<file path="src/rtl/rv_dmem_responder.sv">
// uRV data-memory responder: one load/store at a time, wait states, byte-enabled SRAM.
// Optional high-address range check enabled by defining RV_DM_RANGE_CHECK_EN.
module rv_dmem_responder #(
  parameter int ADDR_WIDTH  = 12,
  parameter int WAIT_STATES = 1
) (
  input  logic                  clk_i,
  input  logic                  rst_n_i,
  input  logic [31:0]           dm_addr_i,
  input  logic [31:0]           dm_data_s_i,
  input  logic [3:0]            dm_data_select_i,
  input  logic                  dm_store_i,
  input  logic                  dm_load_i,
  output logic                  dm_ready_o,
  output logic [31:0]           dm_data_l_o,
  output logic                  dm_load_done_o,
  output logic                  dm_err_o,
  output logic [ADDR_WIDTH-1:0] sram_addr_o,
  output logic [31:0]           sram_data_o,
  input  logic [31:0]           sram_data_i,
  output logic [3:0]            sram_we_o,
  output logic                  sram_en_o
);

  typedef enum logic [1:0] {
    S_IDLE,
    S_WAIT,
    S_ACCESS,
    S_RESP
  } state_t;

  state_t                state_q;
  logic [2:0]            cnt_q;
  logic [ADDR_WIDTH-1:0] addr_q;
  logic [31:0]           wdata_q;
  logic [3:0]            sel_q;
  logic                  store_q;
  logic                  flag_q;
  logic                  en_q;
  logic [3:0]            we_q;
  logic [ADDR_WIDTH-1:0] sram_addr_q;
  logic [31:0]           sram_data_q;
  logic                  done_q;
  logic                  err_q;
  logic [31:0]           ldata_q;

  logic                  accept;
  logic                  flag_in;
  logic                  go_acc;
  logic [ADDR_WIDTH-1:0] acc_addr_d;
  logic [31:0]           acc_data_d;
  logic [3:0]            acc_sel_d;
  logic                  acc_store_d;
  logic                  acc_flag_d;

  assign dm_ready_o = (state_q == S_IDLE) && rst_n_i;
  assign accept     = (dm_load_i | dm_store_i) && dm_ready_o;

`ifdef RV_DM_RANGE_CHECK_EN
  logic unused_addr;
  assign unused_addr = ^dm_addr_i[1:0];
  assign flag_in     = |dm_addr_i[31:ADDR_WIDTH+2];
  assign dm_err_o    = err_q;
`else
  logic unused_addr;
  assign unused_addr = ^{dm_addr_i[31:ADDR_WIDTH+2], dm_addr_i[1:0], err_q};
  assign flag_in     = 1'b0;
  assign dm_err_o    = 1'b0;
`endif

  // Zero-wait requests go straight from IDLE to ACCESS, so take live inputs there.
  assign go_acc = (state_q == S_IDLE && accept && WAIT_STATES == 0)
               || (state_q == S_WAIT && cnt_q == 3'd0);
  assign acc_addr_d  = (state_q == S_IDLE) ? dm_addr_i[ADDR_WIDTH+1:2] : addr_q;
  assign acc_data_d  = (state_q == S_IDLE) ? dm_data_s_i : wdata_q;
  assign acc_sel_d   = (state_q == S_IDLE) ? dm_data_select_i : sel_q;
  assign acc_store_d = (state_q == S_IDLE) ? dm_store_i : store_q;
  assign acc_flag_d  = (state_q == S_IDLE) ? flag_in : flag_q;

  // The load word bypasses the holding register in the completion cycle.
  assign dm_data_l_o    = done_q ? (flag_q ? 32'h0 : sram_data_i) : ldata_q;
  assign dm_load_done_o = done_q;
  assign sram_en_o      = en_q;
  assign sram_we_o      = we_q;
  assign sram_addr_o    = sram_addr_q;
  assign sram_data_o    = sram_data_q;

  // Request FSM with registered SRAM strobes and response pulses.
  always_ff @(posedge clk_i or negedge rst_n_i) begin
    if (!rst_n_i) begin
      state_q     <= S_IDLE;
      cnt_q       <= 3'd0;
      addr_q      <= '0;
      wdata_q     <= 32'h0;
      sel_q       <= 4'h0;
      store_q     <= 1'b0;
      flag_q      <= 1'b0;
      en_q        <= 1'b0;
      we_q        <= 4'h0;
      sram_addr_q <= '0;
      sram_data_q <= 32'h0;
      done_q      <= 1'b0;
      err_q       <= 1'b0;
      ldata_q     <= 32'h0;
    end else begin
      done_q <= 1'b0;
      err_q  <= 1'b0;
      en_q   <= 1'b0;
      we_q   <= 4'h0;
      if (go_acc) begin
        en_q        <= ~acc_flag_d;
        we_q        <= (acc_store_d && !acc_flag_d) ? acc_sel_d : 4'h0;
        sram_addr_q <= acc_addr_d;
        sram_data_q <= acc_data_d;
      end
      unique case (state_q)
        S_IDLE: begin
          if (accept) begin
            addr_q  <= dm_addr_i[ADDR_WIDTH+1:2];
            wdata_q <= dm_data_s_i;
            sel_q   <= dm_data_select_i;
            store_q <= dm_store_i;
            flag_q  <= flag_in;
            if (WAIT_STATES == 0) begin
              state_q <= S_ACCESS;
            end else begin
              state_q <= S_WAIT;
              cnt_q   <= 3'(WAIT_STATES - 1);
            end
          end
        end
        S_WAIT: begin
          if (cnt_q == 3'd0) state_q <= S_ACCESS;
          else cnt_q <= cnt_q - 3'd1;
        end
        S_ACCESS: begin
          state_q <= S_RESP;
          done_q  <= ~store_q;
          err_q   <= flag_q;
        end
        S_RESP: begin
          state_q <= S_IDLE;
          if (!store_q) ldata_q <= flag_q ? 32'h0 : sram_data_i;
        end
      endcase
    end
  end

endmodule
</file>
<file path="config.mk">
export PLATFORM = sky130hd
export DESIGN_NAME = rv_dmem_responder
export DESIGN_NICKNAME = d
export VERILOG_FILES = /design/src/rtl/rv_dmem_responder.sv
export SDC_FILE = /design/constraint.sdc
export NUM_CORES = 1
export LEC_CHECK = 0
export BUFFER_PORTS_ARGS = -buffer_cell sky130_fd_sc_hd__buf_4
export CAP_MARGIN = 10
export CORE_ASPECT_RATIO = 1.2
export CORE_MARGIN = 4
export CORE_UTILIZATION = 46
export DETAILED_ROUTE_END_ITERATION = 16
export GPL_TIMING_DRIVEN = 0
export PLACE_DENSITY_LB_ADDON = 0.08
export SYNTH_ARGS = -nofsm -noshare
export SYNTH_HDL_FRONTEND = slang
export SYNTH_SLANG_ARGS = --single-unit
</file>
<file path="constraint.sdc">
create_clock -name clk_i -period 1.65 [get_ports clk_i]
set_input_delay 0.33 -clock clk_i [delete_from_list [all_inputs] [get_ports clk_i]]
set_output_delay 0.33 -clock clk_i [all_outputs]
set_load 0.005 [all_outputs]
</file>
# --- Yosys cells after proc, flatten, opt, wreduce, memory -nomap -nowiden ---
# Index checks and enable logic that the tools add are counted.
classes:
  n_bitwise: 2
  reduce_logical: 10
  eq_ne: 6
  addsub: 1
  mux: 15
ops:
  columns: ["cell", "n"]
  rows:
  - ["two-way mux 32 bit", 2]
  - ["two-way mux 12 bit", 1]
  - ["two-way mux 4 bit", 3]
  - ["one-hot mux 2 bit (4 select lines)", 1]
  - ["two-way mux 3 bit", 2]
  - ["one-hot mux 3 bit (2 select lines)", 1]
  - ["AND reduction 2 bit", 3]
  - ["== test 2 bit, second input constant", 2]
  - ["two-way mux 2 bit", 2]
  - ["!= test 2 bit, second input constant", 2]
  - ["logical AND 1 bit", 3]
  - ["zero test 3 bit", 1]
  - ["two-way mux 1 bit", 3]
  - ["AND reduction 3 bit", 1]
  - ["subtractor 3 x 1 -> 3 bit, second input constant", 1]
  - ["== test 2 x 1 -> 1 bit, second input constant", 1]
  - ["zero test 2 bit", 1]
  - ["!= test 2 x 1 -> 1 bit, second input constant", 1]
  - ["nonzero test 2 bit", 1]
  - ["inverter 1 bit", 1]
  - ["OR 1 bit", 1]
totals:
  out_inout_bits: 84
  register_bits: 136
  word_cells: 46
  input_bits: 104

# --- Depth between registers and ports, before layout ---
logic_depth:
  ltp_word: 5
  depth_mapped: 7
  depth_no_buf: 6

# --- Least setup slack after synthesis ---
# No wires, ideal clock.
synth_path:
  path_type: "register to register"
  startpoint: "register state_q[0]"
  endpoint: "register wdata_q[10]"
  path_stages_with_launch: 8
  n_path_buf: 2
  t_required_ps: 1525
  path_slack_ps: 7
  synth_period_minus_slack_ps: 1643
  setup_time_ps: 125
  arrival_ps: 1518
  cell_sequence: "dfrtp_1 -> inv_1 -> ha_1 -> o211a_4 -> nand2_2 -> buf_6 -> buf_6 -> mux2_4"
synth_via:
  elab_chain_cells: 4
synth_rtl:
  columns: ["element", "line", "source"]
  rows:
  - ["start: declaration", "32", "state_t state_q;"]
  - ["start signal: assignment", "91", "state_q <= S_IDLE;"]
  - ["start signal: assignment", "125", "state_q <= S_ACCESS;"]
  - ["start signal: assignment", "127", "state_q <= S_WAIT;"]
  - ["zero test 2 bit (*)", "56, 116", null]
  - ["logical AND 1 bit", "56", "assign dm_ready_o = (state_q == S_IDLE) && rst_n_i;"]
  - ["logical AND 1 bit", "57", "assign accept = (dm_load_i | dm_store_i) && dm_ready_o;"]
  - ["AND reduction 2 bit (no line) (*)", null, null]
  - ["end signal: assignment", "120", "wdata_q <= dm_data_s_i;"]
  - ["end: declaration", "35", "logic [31:0] wdata_q;"]
# Every way passes the cells marked *; elsewhere a longest branch is shown, timed or not.
# A chain may end at the register's enable or synchronous reset.

# --- Final worst setup path ---
layout_path:
  startpoint: "register done_q, in the netlist dm_load_done_o"
  endpoint: "output port dm_data_l_o[18]"
layout_via:
  elab_chain_cells: 1
layout_rtl:
  columns: ["element", "line", "source"]
  rows:
  - ["start: declaration", "43", "logic done_q;"]
  - ["start signal: assignment", "138", "done_q <= ~store_q;"]
  - ["two-way mux 32 bit", "81", "assign dm_data_l_o = done_q ? (flag_q ? 32'h0 : sram_data_i) : ldata_q;"]
  - ["end: declaration", "15", "output logic [31:0] dm_data_l_o,"]
# No other way between the ends.

==> results.md <==
- Worst Skew: 0.0113 ns
- CTS tree: built
- Count of flip-flops with a built-in enable after synthesis: 0
- Startpoint kind of the worst setup timing path: register
- Overall via count from detail_route: 4273
- Detailed Place HPWL: 9890 µm
- Largest fanout on the critical path: 10
- Fmax achieved: 0.548 GHz
- Mux contribution to synthesized area: 0.295
- Commonest cells after routing, fill and taps aside: 173 x sky130_fd_sc_hd__buf_4, 135 x sky130_fd_sc_hd__dfrtp_1, 93 x sky130_fd_sc_hd__mux2_2, 45 x sky130_fd_sc_hd__mux2i_1
- Fill cell instance count of the final layout: 1011
- Chip height: 133 µm
- Final Cycle Share: 1.11
- Cell with the largest stage delay on the worst path: sky130_fd_sc_hd__dfrtp_2
- Pins over their slew limit: 0
- Mean instance size in the synthesized netlist: 13.2 µm²
- Power density cells: 1990 nW/µm²
- Cell-by-cell listing of the critical path: buf_6 > mux2_2 > buf_4
- RD Place Congestion: 0.726
- FF+latch area: 3400 µm²
- Total global-route track usage: 0.192
- Die Area: 15000 µm²
- Num rows: 45
- Per-cell via count in the routed design: 5.12
- Leftover overflow at the end of global routing: 0
- Die W: 113 µm
- DRC violation total after the first TritonRoute iteration: 148
- LEAKAGE: 4.10 nW
- Post-synthesis cell type count: 30
- Adder and majority cell fraction of the synthesized area: 0.0145
- Final hold vios: 51
- Pin count of the biggest net entering global routing: 54
- WP data required: 1.32 ns
- Maximum count of clock buffers along a single path: 2
- Final WS setup: -0.175 ns
- Capturing element type of the critical path: output port
- Floorplan core area: 12700 µm²
- Worst hold margin: -0.176 ns
- FFs w/ async S/R, synth: 1.00
- #FFs+latches synth: 136
- Main combinational cell family by area after synthesis: multiplexers
- Area occupied by multi-input gates: 2550 µm²
- Violations in the final reports: negative hold slack, negative setup slack
- Maximum vdd drop: 0.914 mV
- Total wire length after detailed routing: 14100 µm
- Register-to-Register Path Depth: 7
- Residual DRC: 0
- Compound-cell area share of the yosys netlist: 0.0523
- Wire length of the first global-routing pass: 23100 µm
- Unrepaired setup endpoints after global routing: yes
- Number of setup violations in the final report: 43
- # H-tree levels: 4
- Area share of and/or/nand/nor cells after synthesis: 0.0440
- Post-Syn Instances: 458
- Most used DFF post-synth: sky130_fd_sc_hd__dfrtp_1
- Worst Path Class, Setup: register to output port
- Signal arrival time at the worst endpoint: 1.50 ns
- Root buf cell: sky130_fd_sc_hd__clkbuf_16
- Routed Antenna Nets: 0
- Number of max-cap violations: 0
- Cell Area, Synth: 6030 µm²
- Final Critical Period: 1.83 ns
- Number of antenna repair diodes: 0
- Number of global-route vias before repair: 4616
- Outcome: finished with violations
- Slowest cell delay on critical path: 0.43 ns
- Latest clock arrival within the worst-skew pair: 0.42 ns
- Mapped Nets: 569
- Share of post-route cells with drive strength above 1: 0.545
- Initial Utilization: 0.474
- Number of ports placed on the die boundary: 188
- CTS buffer count: 17
- Layout area overhead: 41.9%
- Sum of negative setup slack: -5.31 ns
- Clock transition time at the flip-flop clock pins of the worst setup and hold paths: 0.06 ns
- Worst min-delay path category: primary input to async pin
- Router iterations before antenna repair: 4
- Number of antenna violations at the first check in global routing: 0
- Sink Count: 136
- Number of nets in the final layout: 769
- WL per Instance: 16.9 µm
- Warnings, synthesis: 0
- Most common library cell in the layout ignoring fill and taps: sky130_fd_sc_hd__buf_4
- Post-synthesis share of cell area spent on xor and xnor gates: 0
- Proportion of synthesized chip area in sequential cells: 0.564
- Input/output buffers: 166
[logic make-up (layout without fill, tap and decap cells)]
family / count (synthesis) / after routing
simple gates: 62 / 62
compound gates: 56 / 56
other cells: 1 / 1
mux: 160 / 160
flops: 136 / 136
fa+ha+maj: 7 / 7
buf+inv: 36 / 249
[per-layer routing]
metal  track usage  share of wire
met3        0.0595          0.066
met4        0.0641          0.016
met2         0.338           0.53
met5             0              0
met1         0.222           0.39
[state kept, by name, summed over array words and instances (netlist names)]
signal and count:
sel_q 4, sram_we_o 4, sram_en_o 1, store_q 1
dm_load_done_o 1, addr_q 12, ldata_q 32, sram_data_o 32
wdata_q 32, sram_addr_o 12, cnt_q 3, state_q 2
[report_power, final]
| group | total (mW) | internal [mW] | leakage [nW] | switching (mW) |
|---|---|---|---|---|
| logic | 7.48 | 4.52 | 2.12 | 2.97 |
| clock network | 3.84 | 2.46 | 0.297 | 1.39 |
| registers | 5.69 | 4.87 | 1.69 | 0.814 |
| total | 17.0 | 11.8 | 4.10 | 5.17 |
[through the flow]
stage          worst slack, ns  instance area, µm²  cells   util  total power, mW
3_3_place_gp             -1.29                7480    788  0.588             12.0
4_1_cts                 -0.196                8360    829  0.657             16.7
6_report                -0.175                8560    835  0.673             17.0
2_1_floorplan          0.00733                6030    458      -             9.48
5_1_grt                 -0.226                8560    835  0.673             18.1
3_5_place_dp            -0.682                7510    789  0.591             12.3
[synthesized netlist by cell type (2+ instances only)]
library cell	number	share of area
sky130_fd_sc_hd__mux2_1	2	0.0037
sky130_fd_sc_hd__o21ai_0	46	0.038
sky130_fd_sc_hd__a32oi_1	3	0.0044
sky130_fd_sc_hd__inv_1	6	0.0037
sky130_fd_sc_hd__nand3_1	4	0.0033
sky130_fd_sc_hd__mux2_2	102	0.19
sky130_fd_sc_hd__dfrtp_1	136	0.56
sky130_fd_sc_hd__buf_4	2	0.0025
sky130_fd_sc_hd__buf_2	14	0.012
sky130_fd_sc_hd__buf_6	2	0.0037
sky130_fd_sc_hd__mux2_4	10	0.025
sky130_fd_sc_hd__mux2i_1	46	0.076
sky130_fd_sc_hd__clkbuf_1	10	0.0062
sky130_fd_sc_hd__buf_1	2	0.0012
sky130_fd_sc_hd__nor2_1	5	0.0031
sky130_fd_sc_hd__o211ai_1	2	0.0025
sky130_fd_sc_hd__ha_1	7	0.015
sky130_fd_sc_hd__nand2_1	44	0.027
sky130_fd_sc_hd__nor2b_1	4	0.0041
[worst max-delay path, delay by kind of cell, from the launching register on]
kind	cells	cell delay [ns]
buf+inv	2	0.31
flops	1	0.43
mux	1	0.34
[path summary, 6_finish.rpt]
| kind | startpoint | end | slack [ns] |
|---|---|---|---|
| setup reg to reg | state_q[1] | wdata_q[8] | -0.04 |
| setup / recovery | dm_load_done_o | dm_data_l_o[18] | -0.18 |
| hold reg to reg | sram_addr_o[11] | sram_addr_o[11] | 0.48 |
| hold / removal | rst_n_i | ldata_q[24] | -0.18 |
| min in group clk_i | sram_data_i[6] | ldata_q[6] | 0.15 |
| max in group asynchronous | rst_n_i | addr_q[6] | 1.10 |
[cell type report]
cell class / count / share of cell area
timing repair buffer: 182 / 0.173
buffer: 29 / 0.0345
multi-input combinational: 286 / 0.298
tap: 164 / 0.0240
clock inverter: 11 / 0.0172
sequential: 136 / 0.398
clock buffer: 21 / 0.0538
inverter: 6 / 0.00263
[repair_timing]
action,CTS,global route
endpoints found under the setup margin,151,158
cloned,1,0
pin swaps,1,4
hold endpoints to repair,51,51
gates resized for setup,51,41
buffers inserted,8,6
(Power assumes the default switching activity.)
